## src/rtl/bomb_pkg.sv

```systemverilog
// bomb_pkg: shared slot encoding and grid constants for the bomb manager.
package bomb_pkg;
    typedef enum logic [1:0] {
        IDLE    = 2'd0,
        ARMED   = 2'd1,
        PENDING = 2'd2
    } slot_state_t;
    localparam int NUM_SLOTS = 6;
    localparam int COORD_W = 6;
    localparam int GRID_MAX_X = 39;
    localparam int GRID_MAX_Y = 29;
    localparam logic [COORD_W-1:0] EMPTY_COORD = 6'd63;
endpackage

```

## src/rtl/bomb_slot.sv

```systemverilog
// bomb_slot: one bomb slot holding state, coordinates and fuse counter.
module bomb_slot import bomb_pkg::*; #(
    parameter logic [11:0] FUSE_MS = 12'd3000,
    parameter logic [COORD_W-1:0] EMPTY = EMPTY_COORD
) (
    input  logic               clk,
    input  logic               rst_n,
    input  logic               i_load,
    input  logic               i_tick,
    input  logic               i_grant,
    input  logic [COORD_W-1:0] i_x,
    input  logic [COORD_W-1:0] i_y,
    output logic [1:0]         o_state,
    output logic [COORD_W-1:0] o_x,
    output logic [COORD_W-1:0] o_y
);
    slot_state_t        r_state;
    logic [11:0]        r_fuse;
    logic [COORD_W-1:0] r_x;
    logic [COORD_W-1:0] r_y;

    // Coordinate registers double as the bus fields, so an idle slot holds EMPTY.
    always_ff @(posedge clk or negedge rst_n) begin
        if (!rst_n) begin
            r_state <= IDLE;
            r_fuse  <= '0;
            r_x     <= EMPTY;
            r_y     <= EMPTY;
        end else begin
            case (r_state)
                IDLE: if (i_load) begin
                    r_state <= ARMED;
                    r_fuse  <= FUSE_MS;
                    r_x     <= i_x;
                    r_y     <= i_y;
                end
                ARMED: if (i_tick) begin
                    r_fuse <= r_fuse - 12'd1;
                    if (r_fuse == 12'd1) r_state <= PENDING;
                end
                PENDING: if (i_grant) begin
                    r_state <= IDLE;
                    r_x     <= EMPTY;
                    r_y     <= EMPTY;
                end
                default: r_state <= IDLE;
            endcase
        end
    end

    assign o_state = r_state;
    assign o_x = r_x;
    assign o_y = r_y;
endmodule

```

## src/rtl/bomb_manager.sv

```systemverilog
// bomb_manager: bomb placement, fuse tracking, explosion arbitration and
// the packed occupancy bus read by the player-movement logic.
module bomb_manager #(
    parameter int         FUSE_MS     = 3000,
    parameter int         MAX_BOMBS   = 6,
    parameter logic [5:0] EMPTY_COORD = bomb_pkg::EMPTY_COORD
) (
    input  logic        clk,
    input  logic        rst_n,
    input  logic        tick_1ms,
    input  logic        place,
    input  logic [9:0]  man_x,
    input  logic [9:0]  man_y,
    output logic [1:36] bomb_x,
    output logic [1:36] bomb_y,
    output logic        explode,
    output logic [5:0]  explode_x,
    output logic [5:0]  explode_y,
    output logic        place_reject,
    output logic [2:0]  bomb_count
);
    import bomb_pkg::*;

    logic [1:0]         w_st [NUM_SLOTS];
    logic [COORD_W-1:0] w_sx [NUM_SLOTS];
    logic [COORD_W-1:0] w_sy [NUM_SLOTS];
    logic [NUM_SLOTS-1:0] w_idle, w_busy, w_pend, w_match, w_grant, w_load;
    logic               w_rise, w_in_range, w_accept;
    logic [COORD_W-1:0] w_ex_x, w_ex_y;
    logic [2:0]         w_cnt;
    logic               r_place_low;
    logic               r_explode;
    logic [COORD_W-1:0] r_ex_x, r_ex_y;
    logic               r_reject;
    logic [2:0]         r_count;

    always_comb begin
        w_rise = place & r_place_low;
        w_in_range = (man_x <= 10'(GRID_MAX_X)) && (man_y <= 10'(GRID_MAX_Y));
        w_idle = '0;
        w_busy = '0;
        w_pend = '0;
        w_match = '0;
        for (int k = 0; k < NUM_SLOTS; k++) begin
            w_idle[k] = (w_st[k] == IDLE) && (k < MAX_BOMBS);
            w_busy[k] = (w_st[k] == ARMED) || (w_st[k] == PENDING);
            w_pend[k] = w_st[k] == PENDING;
            w_match[k] = w_busy[k] && (w_sx[k] == man_x[COORD_W-1:0]) && (w_sy[k] == man_y[COORD_W-1:0]);
        end
        w_grant = w_pend & (~w_pend + 6'd1);
        w_accept = w_rise && w_in_range && (|w_idle) && !(|w_match);
        w_load = w_accept ? (w_idle & (~w_idle + 6'd1)) : '0;
        w_ex_x = '0;
        w_ex_y = '0;
        w_cnt = {2'b0, w_accept};
        for (int k = 0; k < NUM_SLOTS; k++) begin
            w_ex_x = w_ex_x | (w_grant[k] ? w_sx[k] : '0);
            w_ex_y = w_ex_y | (w_grant[k] ? w_sy[k] : '0);
            w_cnt = w_cnt + {2'b0, w_busy[k] & ~w_grant[k]};
        end
    end

    // r_place_low means "previous sample was low"; clearing it on reset makes a
    // button held through reset look already pressed, so it cannot place.
    always_ff @(posedge clk or negedge rst_n) begin
        if (!rst_n) begin
            r_place_low <= 1'b0;
            r_explode   <= 1'b0;
            r_ex_x      <= '0;
            r_ex_y      <= '0;
            r_reject    <= 1'b0;
            r_count     <= '0;
        end else begin
            r_place_low <= ~place;
            r_explode   <= |w_grant;
            r_ex_x      <= w_ex_x;
            r_ex_y      <= w_ex_y;
            r_reject    <= w_rise & ~w_accept;
            r_count     <= w_cnt;
        end
    end

    genvar k;
    generate
        for (k = 0; k < NUM_SLOTS; k++) begin : g_slot
            bomb_slot #(
                .FUSE_MS(12'(FUSE_MS)),
                .EMPTY  (EMPTY_COORD)
            ) u_slot (
                .clk    (clk),
                .rst_n  (rst_n),
                .i_load (w_load[k]),
                .i_tick (tick_1ms),
                .i_grant(w_grant[k]),
                .i_x    (man_x[COORD_W-1:0]),
                .i_y    (man_y[COORD_W-1:0]),
                .o_state(w_st[k]),
                .o_x    (w_sx[k]),
                .o_y    (w_sy[k])
            );
            assign bomb_x[6*k+1 +: 6] = w_sx[k];
            assign bomb_y[6*k+1 +: 6] = w_sy[k];
        end
    endgenerate

    assign explode = r_explode;
    assign explode_x = r_ex_x;
    assign explode_y = r_ex_y;
    assign place_reject = r_reject;
    assign bomb_count = r_count;
endmodule
```

## config.mk

```make
export PLATFORM = sky130hd
export DESIGN_NAME = bomb_manager
export DESIGN_NICKNAME = d
export VERILOG_FILES = /design/src/rtl/bomb_pkg.sv /design/src/rtl/bomb_slot.sv /design/src/rtl/bomb_manager.sv
export SDC_FILE = /design/constraint.sdc
export NUM_CORES = 1
export LEC_CHECK = 0
export BUFFER_PORTS_ARGS = -buffer_cell sky130_fd_sc_hd__buf_4
export CAP_MARGIN = 20
export CORE_MARGIN = 4
export CORE_UTILIZATION = 23
export CTS_CLUSTER_SIZE = 24
export DETAILED_ROUTE_END_ITERATION = 8
export PLACE_DENSITY = 0.48
export SYNTH_ARGS = -nofsm -noshare
export SYNTH_HDL_FRONTEND = slang
export SYNTH_HIERARCHICAL = 1
export SYNTH_SLANG_ARGS = --single-unit
```

## constraint.sdc

```tcl
create_clock -name clk -period 4.8 [get_ports clk]
set_input_delay 0.96 -clock clk [delete_from_list [all_inputs] [get_ports clk]]
set_output_delay 0.96 -clock clk [all_outputs]
set_load 0.1 [all_outputs]
```

# [Yosys cells after proc, flatten, opt, wreduce, memory -nomap -nowiden]
# Cells that the tools add are included.
[word_totals] n_memories=0 mem_bits_ro=0 reg_bits=174 latch_bits=0 mem_bits_rw=0 inputBits=24 output_inout_bits=89 wordCells=283
[op_classes] addsub=14 mul=0 n_bitwise=30 mux=91 n_shift=0 n_reduce_logical=62 div=0 n_lt_le_gt_ge=2 eq_ne=54
[op_table] op="$mux 6" count=31
[op_table] op="$mux 12" count=12
[op_table] op="$pmux 12 s2" count=6
[op_table] op="$pmux 6 s2" count=12
[op_table] op="$eq 12x1->1 const B" count=6
[op_table] op="$eq 6x6->1" count=12
[op_table] op="$sub 12x1->12 const B" count=6
[op_table] op="$or 6x6->6" count=10
[op_table] op="$mux 2" count=24
[op_table] op="$ne 2x1->1 const B" count=18
[op_table] op="$pmux 2 s3" count=6
[op_table] op="$reduce_and 3->1" count=12
[op_table] op="$reduce_and 4->1" count=6
[op_table] op="$reduce_bool 2->1" count=12
[op_table] op="$reduce_or 6->1" count=3
[op_table] op="$logic_and 1x1->1" count=16
[op_table] op="$add 3x1->3" count=4
[op_table] op="$add 6x1->6 const B" count=2
[op_table] op="$and 6x6->6" count=2
[op_table] op="$eq 2x1->1 const B" count=6
[op_table] op="$eq 2x2->1 const B" count=6
[op_table] op="$logic_not 2->1" count=6
[op_table] op="$ne 2x2->1 const B" count=6
[op_table] op="$not 6->6" count=2
[op_table] op="8 further kinds" count=27

# [Logic depth before layout (Yosys ltp)]
[depth] word_depth=13 mapped_depth=14 mapped_depth_nobuf=14

# [Modules after synthesis]
# Netlist, hierarchy kept.
[by_module_without_submodules] module="bomb_slot at g_slot[0].u_slot ..." seq_area_each_um2=665.6 area_per_inst_um2=1196.1 cells_per_inst=106 n_inst=5
[by_module_without_submodules] module="bomb_manager" seq_area_each_um2=450.4 area_per_inst_um2=2333.5 cells_per_inst=289 n_inst=1
[by_module_without_submodules] module="bomb_slot at g_slot[5].u_slot" seq_area_each_um2=665.6 area_per_inst_um2=1219.9 cells_per_inst=105 n_inst=1

# [Worst setup path before layout]
# No wires, ideal clock.
[synth_timing] path_type="input to register" start="input man_y[8]" end="register r_count[1] (netlist: bomb_count[1])" required_ns=4.664 path_buffers=0 setup_slack_ns=0.109 t_arrival_ns=4.556 cell_stages=12 setup_ns=0.136 cell_sequence="or4_1 > or4_1 > nor3_2 > nand4_2 > or2_1 > fa_1 > inv_1 > fa_1 > inv_1 > fa_1 > inv_1 > fa_1"
[synth_via] elab_chain_len=11
[synth_rtl] element="start: declaration" line_no="bomb_manager.sv:13" rtl="input logic [9:0] man_y,"
[synth_rtl] element="$le 10x5->1" line_no="bomb_manager.sv:39" rtl="w_in_range = (man_x <= 10'(GRID_MAX_X)) && (man_y <= 10'(GRID_MAX_Y));"
[synth_rtl] element="$logic_and 1x1->1" line_no="bomb_manager.sv:39"
[synth_rtl] element="$logic_and 1x1->1 (3 in series)" line_no="bomb_manager.sv:51" rtl="w_accept = w_rise && w_in_range && (|w_idle) && !(|w_match);"
[synth_rtl] element="$add 1x1->2" line_no="bomb_manager.sv:59" rtl="w_cnt = w_cnt + {2'b0, w_busy[k] & ~w_grant[k]};"
[synth_rtl] element="$add 2x1->3" line_no="bomb_manager.sv:59"
[synth_rtl] element="$add 3x1->3 (4 in series)" line_no="bomb_manager.sv:59"
[synth_rtl] element="via w_cnt[1]" line_no="bomb_manager.sv:30" rtl="logic [2:0] w_cnt;"
[synth_rtl] element="end signal: assignment" line_no="bomb_manager.sv:79" rtl="r_count <= w_cnt;"
[synth_rtl] element="end: declaration" line_no="bomb_manager.sv:35" rtl="logic [2:0] r_count;"
# The timed path passes the listed nets, and every way through them passes these cells.
# A chain may end at the register's enable or synchronous reset.

# [Worst setup path after layout]
# Ends and elaborated chain as after synthesis.

==> metrics.md <==
| Metric | Value |
|---|---|
| CP max stage delay | `slightly below 0.6 ns` |
| Cts bufs inserted | `17` |
| Post-route ant nets | `0` |
| Num ports | `113` |
| Worst-Margin Slew | `approximately 0.87 ns` |
| Initial antenna violation count | `0` |
| Worst skew pair latency | `0.45 ns` |
| RSZ-0062 raised after global routing | `false` |
| Synth top area share | `26.8%` |
| Hold Path Cell Cnt | `1` |
| Post-synth EDFFs | `0` |
| Max-Cap Viols | `0` |
| Fmax | `around 220 MHz` |
| Syn. warnings | `6` |
| Area delta synth->final | `22.3%` |
| Hold Startpoint | `g_slot[4].u_slot/r_fuse[1]` |
| First-pass GRT wire length | `46.2 mm` |
| Crit path cell chain | `buf_4 -> or4_1 -> or4_1 -> nor3_2 -> nand4_2 -> or2_1 -> fa_1 -> inv_1 -> fa_1 -> inv_1 -> fa_1 -> inv_1 -> fa_1` |
| VDD IR max | `0.225 mV` |
| CTS Sinks | `around 170` |
| Clock transition at path regs | `around 0.07 ns` |
| Leading cell type in the layout, fill and taps excluded | `buf_4` |
| Post-CTS Setup Repair Bufs | `0` |
| Largest net degree at the start of global routing | `89` |
| Row count | `74` |
| Critical path's slowest cell | `or4_1` |
| Final period utilization | `between 90% and 100%` |
| Most used routing layer | `met1` |
| Setup crit end kind | `flop` |
| Worst Setup Path Type | `in2reg` |
| Reg-to-reg endpoint | `bomb_count[1]` |
| CTS resizes | `0` |
| # hold bufs at CTS | `0` |
| Worst R2R Start | `g_slot[1].u_slot/o_state[0]` |
| Synth area leader | `dfrtp_1` |
| Seq/Total Area, Yosys | `between 40% and 50%` |
| Post-synthesis async set-or-reset flop share | `between 90% and 100%` |
| Setup_tns | `0 ns` |
| Overall Global Routing Usage | `a little over an eighth` |
| Worst min path class | `reg2reg` |
| Initial core utilization | `23.3%` |
| Startpoint class of the critical path | `input port` |
| Global-route track usage on met3 | `2.85%` |
| Register-to-register setup slack | `approximately 0.90 ns` |
| Layout net count | `~1100` |
| P per Cell Area | `between 200 and 300 nW/um2` |
| Post-synthesis cell type count | `53` |
| Die ar. | `44800 um2` |
| Die Y-Extent | `around 210 um` |
| Detailed Route WL | `between 20 and 30 mm` |
| Wire per inst | `roughly 19 um` |
| GR Util met1 | `slightly below 20%` |
| Post-detail-place hpwl | `between 20 and 25 mm` |
| Highest-count cells in the layout ignoring fill and taps | `buf_4, dfrtp_1, xnor2_1` |
| N_diodes | `0` |
| Vias in the first global route | `around 7500` |
| DR iter-0 viols | `just under 600` |
| Yosys reg bits | `174` |
| Tmin final | `about 4.5 ns` |
| Most used DFF post-synth | `dfrtp_1` |
| Share of cells above drive strength 1 | `26.9%` |
| FF-to-FF path depth | `13` |
| GP Congestion | `0.777` |
| Max FO, Critical Path | `2` |
| Worst Skew | `~0.016 ns` |
| CTS root buffer | `clkbuf_16` |
| Post-Syn Nets | `approximately 980` |
| Clock buffer depth | `2` |
| Count of final max-slew check failures | `0` |
| Total power | `3090 uW` |
| CTS H-tree depth | `4` |
| Crit path required time | `about 5.1 ns` |
| Syn avg cell area | `roughly 10 um2` |
| DRC Markers | `0` |
| Layout fillers | `roughly 4300` |
| Core footprint | `40900 um2` |
| Synth area leaders | `dfrtp_1, dfstp_2, xnor2_1, o22a_1, ha_1` |
| Crit path DAT | `between 4 and 5 ns` |
| Die Width | `roughly 210 um` |
| Drt pass-1 iters | `5` |
| Hold EP | `g_slot[4].u_slot/r_fuse[1]` |
| Hold Violations, Final | `0` |
| Gate Count Post-Synth | `between 900 and 1000` |
| Port-buffer cells | `about 110` |
| Total congestion overflow | `0` |
| Worst relative slew slack | `between 40% and 50%` |
| Most Frequent Cell on Critical Path | `fa_1` |
| TritonCTS clock tree | `done` |
| GR Util met2 | `19.6%` |
| Leak | `0.00484 uW` |
| Status | `finished clean` |
| Final setup vio count | `0` |
| Area of the mapped netlist | `around 9500 um2` |
| Vias/cell | `4.89` |
| Via count | `just under 8000` |
[synth_stat cells (3+ instances only)]
cell / n
a211oi_1: 5
a21oi_1: 52
a222oi_1: 12
a22o_1: 12
a31oi_1: 8
and3_1: 21
buf_2: 6
buf_6: 3
clkbuf_1: 42
dfrtp_1: 102
dfstp_2: 72
fa_1: 4
ha_1: 25
inv_1: 45
mux2i_1: 18
nand2_1: 50
nand2b_1: 4
nand3_1: 15
nand3b_1: 13
nand4_1: 23
nor2_1: 38
nor2b_1: 10
nor3_1: 28
nor3b_1: 14
nor4_1: 15
o21ai_0: 26
o21ai_1: 4
o22a_1: 72
o22ai_1: 6
o31ai_1: 19
or2_2: 5
or3_1: 6
or3_2: 5
or3b_2: 5
or4_1: 21
or4_4: 6
or4b_4: 6
xnor2_1: 86
xor2_1: 4
[per-stage QoR]
stage | std cells | worst slack, ns | utilization, % | hold slack, ns | instance area [um2]
final | 1583 | 0.331 | 28.5 | 0.522 | 11700
after global routing | 1583 | 0.160 | 28.5 | 0.544 | 11700
after CTS | 1583 | 0.320 | 28.5 | 0.528 | 11700
after detailed placement | 1551 | -0.137 | 27.1 | 0.506 | 11100
after global placement | 1551 | -0.0797 | 27.1 | 0.508 | 11100
after floorplan | 924 | 0.109 | - | 0.479 | 9530
[cell type report]
| type | instances | area, um2 | area share, % |
|---|---|---|---|
| Multi-Input combinational cell | 652 | 4690 | 40.3 |
| Sequential cell | 174 | 4440 | 38.1 |
| Timing Repair Buffer | 147 | 1120 | 9.60 |
| Tap cell | 532 | 666 | 5.71 |
| Clock buffer | 20 | 458 | 3.93 |
| Inverter | 46 | 173 | 1.48 |
| Clock inverter | 12 | 108 | 0.923 |
[cells by family (layout without fill, tap and decap cells)]
group / after synthesis / count (layout) / synth area share (%)
compound gates: 218 / 218 / 16.3
fa+ha+maj: 29 / 29 / 4.12
simple gates: 296 / 296 / 18.5
buf+inv: 98 / 225 / 4.21
flops: 174 / 174 / 46.6
xor+xnor: 90 / 90 / 8.27
mux: 19 / 19 / 2.03
[power breakdown]
| group | leakage [uW] | switching, uW | internal (uW) | total [uW] |
|---|---|---|---|---|
| sequential | 0.00215 | 18.5 | 1490 | 1510 |
| combinational | 0.00242 | 134 | 78.2 | 213 |
| clock | 0.000277 | 622 | 749 | 1370 |
[worst max-delay path, delay by kind of cell]
family | cells | cell delay (ns)
adder cells (fa/ha/maj) | 4 | 1.85
AND/OR/NAND/NOR | 5 | 1.68
buffers and inverters | 4 | 0.27
[worst max-delay path by stage]
stage	start	end	slack [ns]	depth (start not counted)
4_1_cts	man_y[8]	bomb_count[1]	0.32	13
3_5_place_dp	man_y[8]	bomb_count[1]	-0.14	13
3_3_place_gp	man_y[8]	bomb_count[1]	-0.08	13
2_1_floorplan	man_y[8]	bomb_count[1]	0.11	12
5_1_grt	man_y[8]	bomb_count[1]	0.16	13
6_report	man_y[8]	bomb_count[1]	0.33	13
[layer usage]
| metal | up-vias | routed length (um) |
|---|---|---|
| met3 | 17 | 1510 |
| met4 | 0 | 234 |
| met2 | 184 | 13400 |
| met1 | 3899 | 14600 |
| li1 | 3644 | - |
| met5 | - | 0 |
[flip-flops by register name, summed over array words and instances (netlist names)]
name                   cells
bomb_count                 3
explode                    1
explode_x                  6
explode_y                  6
g_slot.u_slot/o_state     12
g_slot.u_slot/o_x         36
g_slot.u_slot/o_y         36
g_slot.u_slot/r_fuse      72
place_reject               1
r_place_low                1
Note: power is estimated with default switching activity, not from simulation.
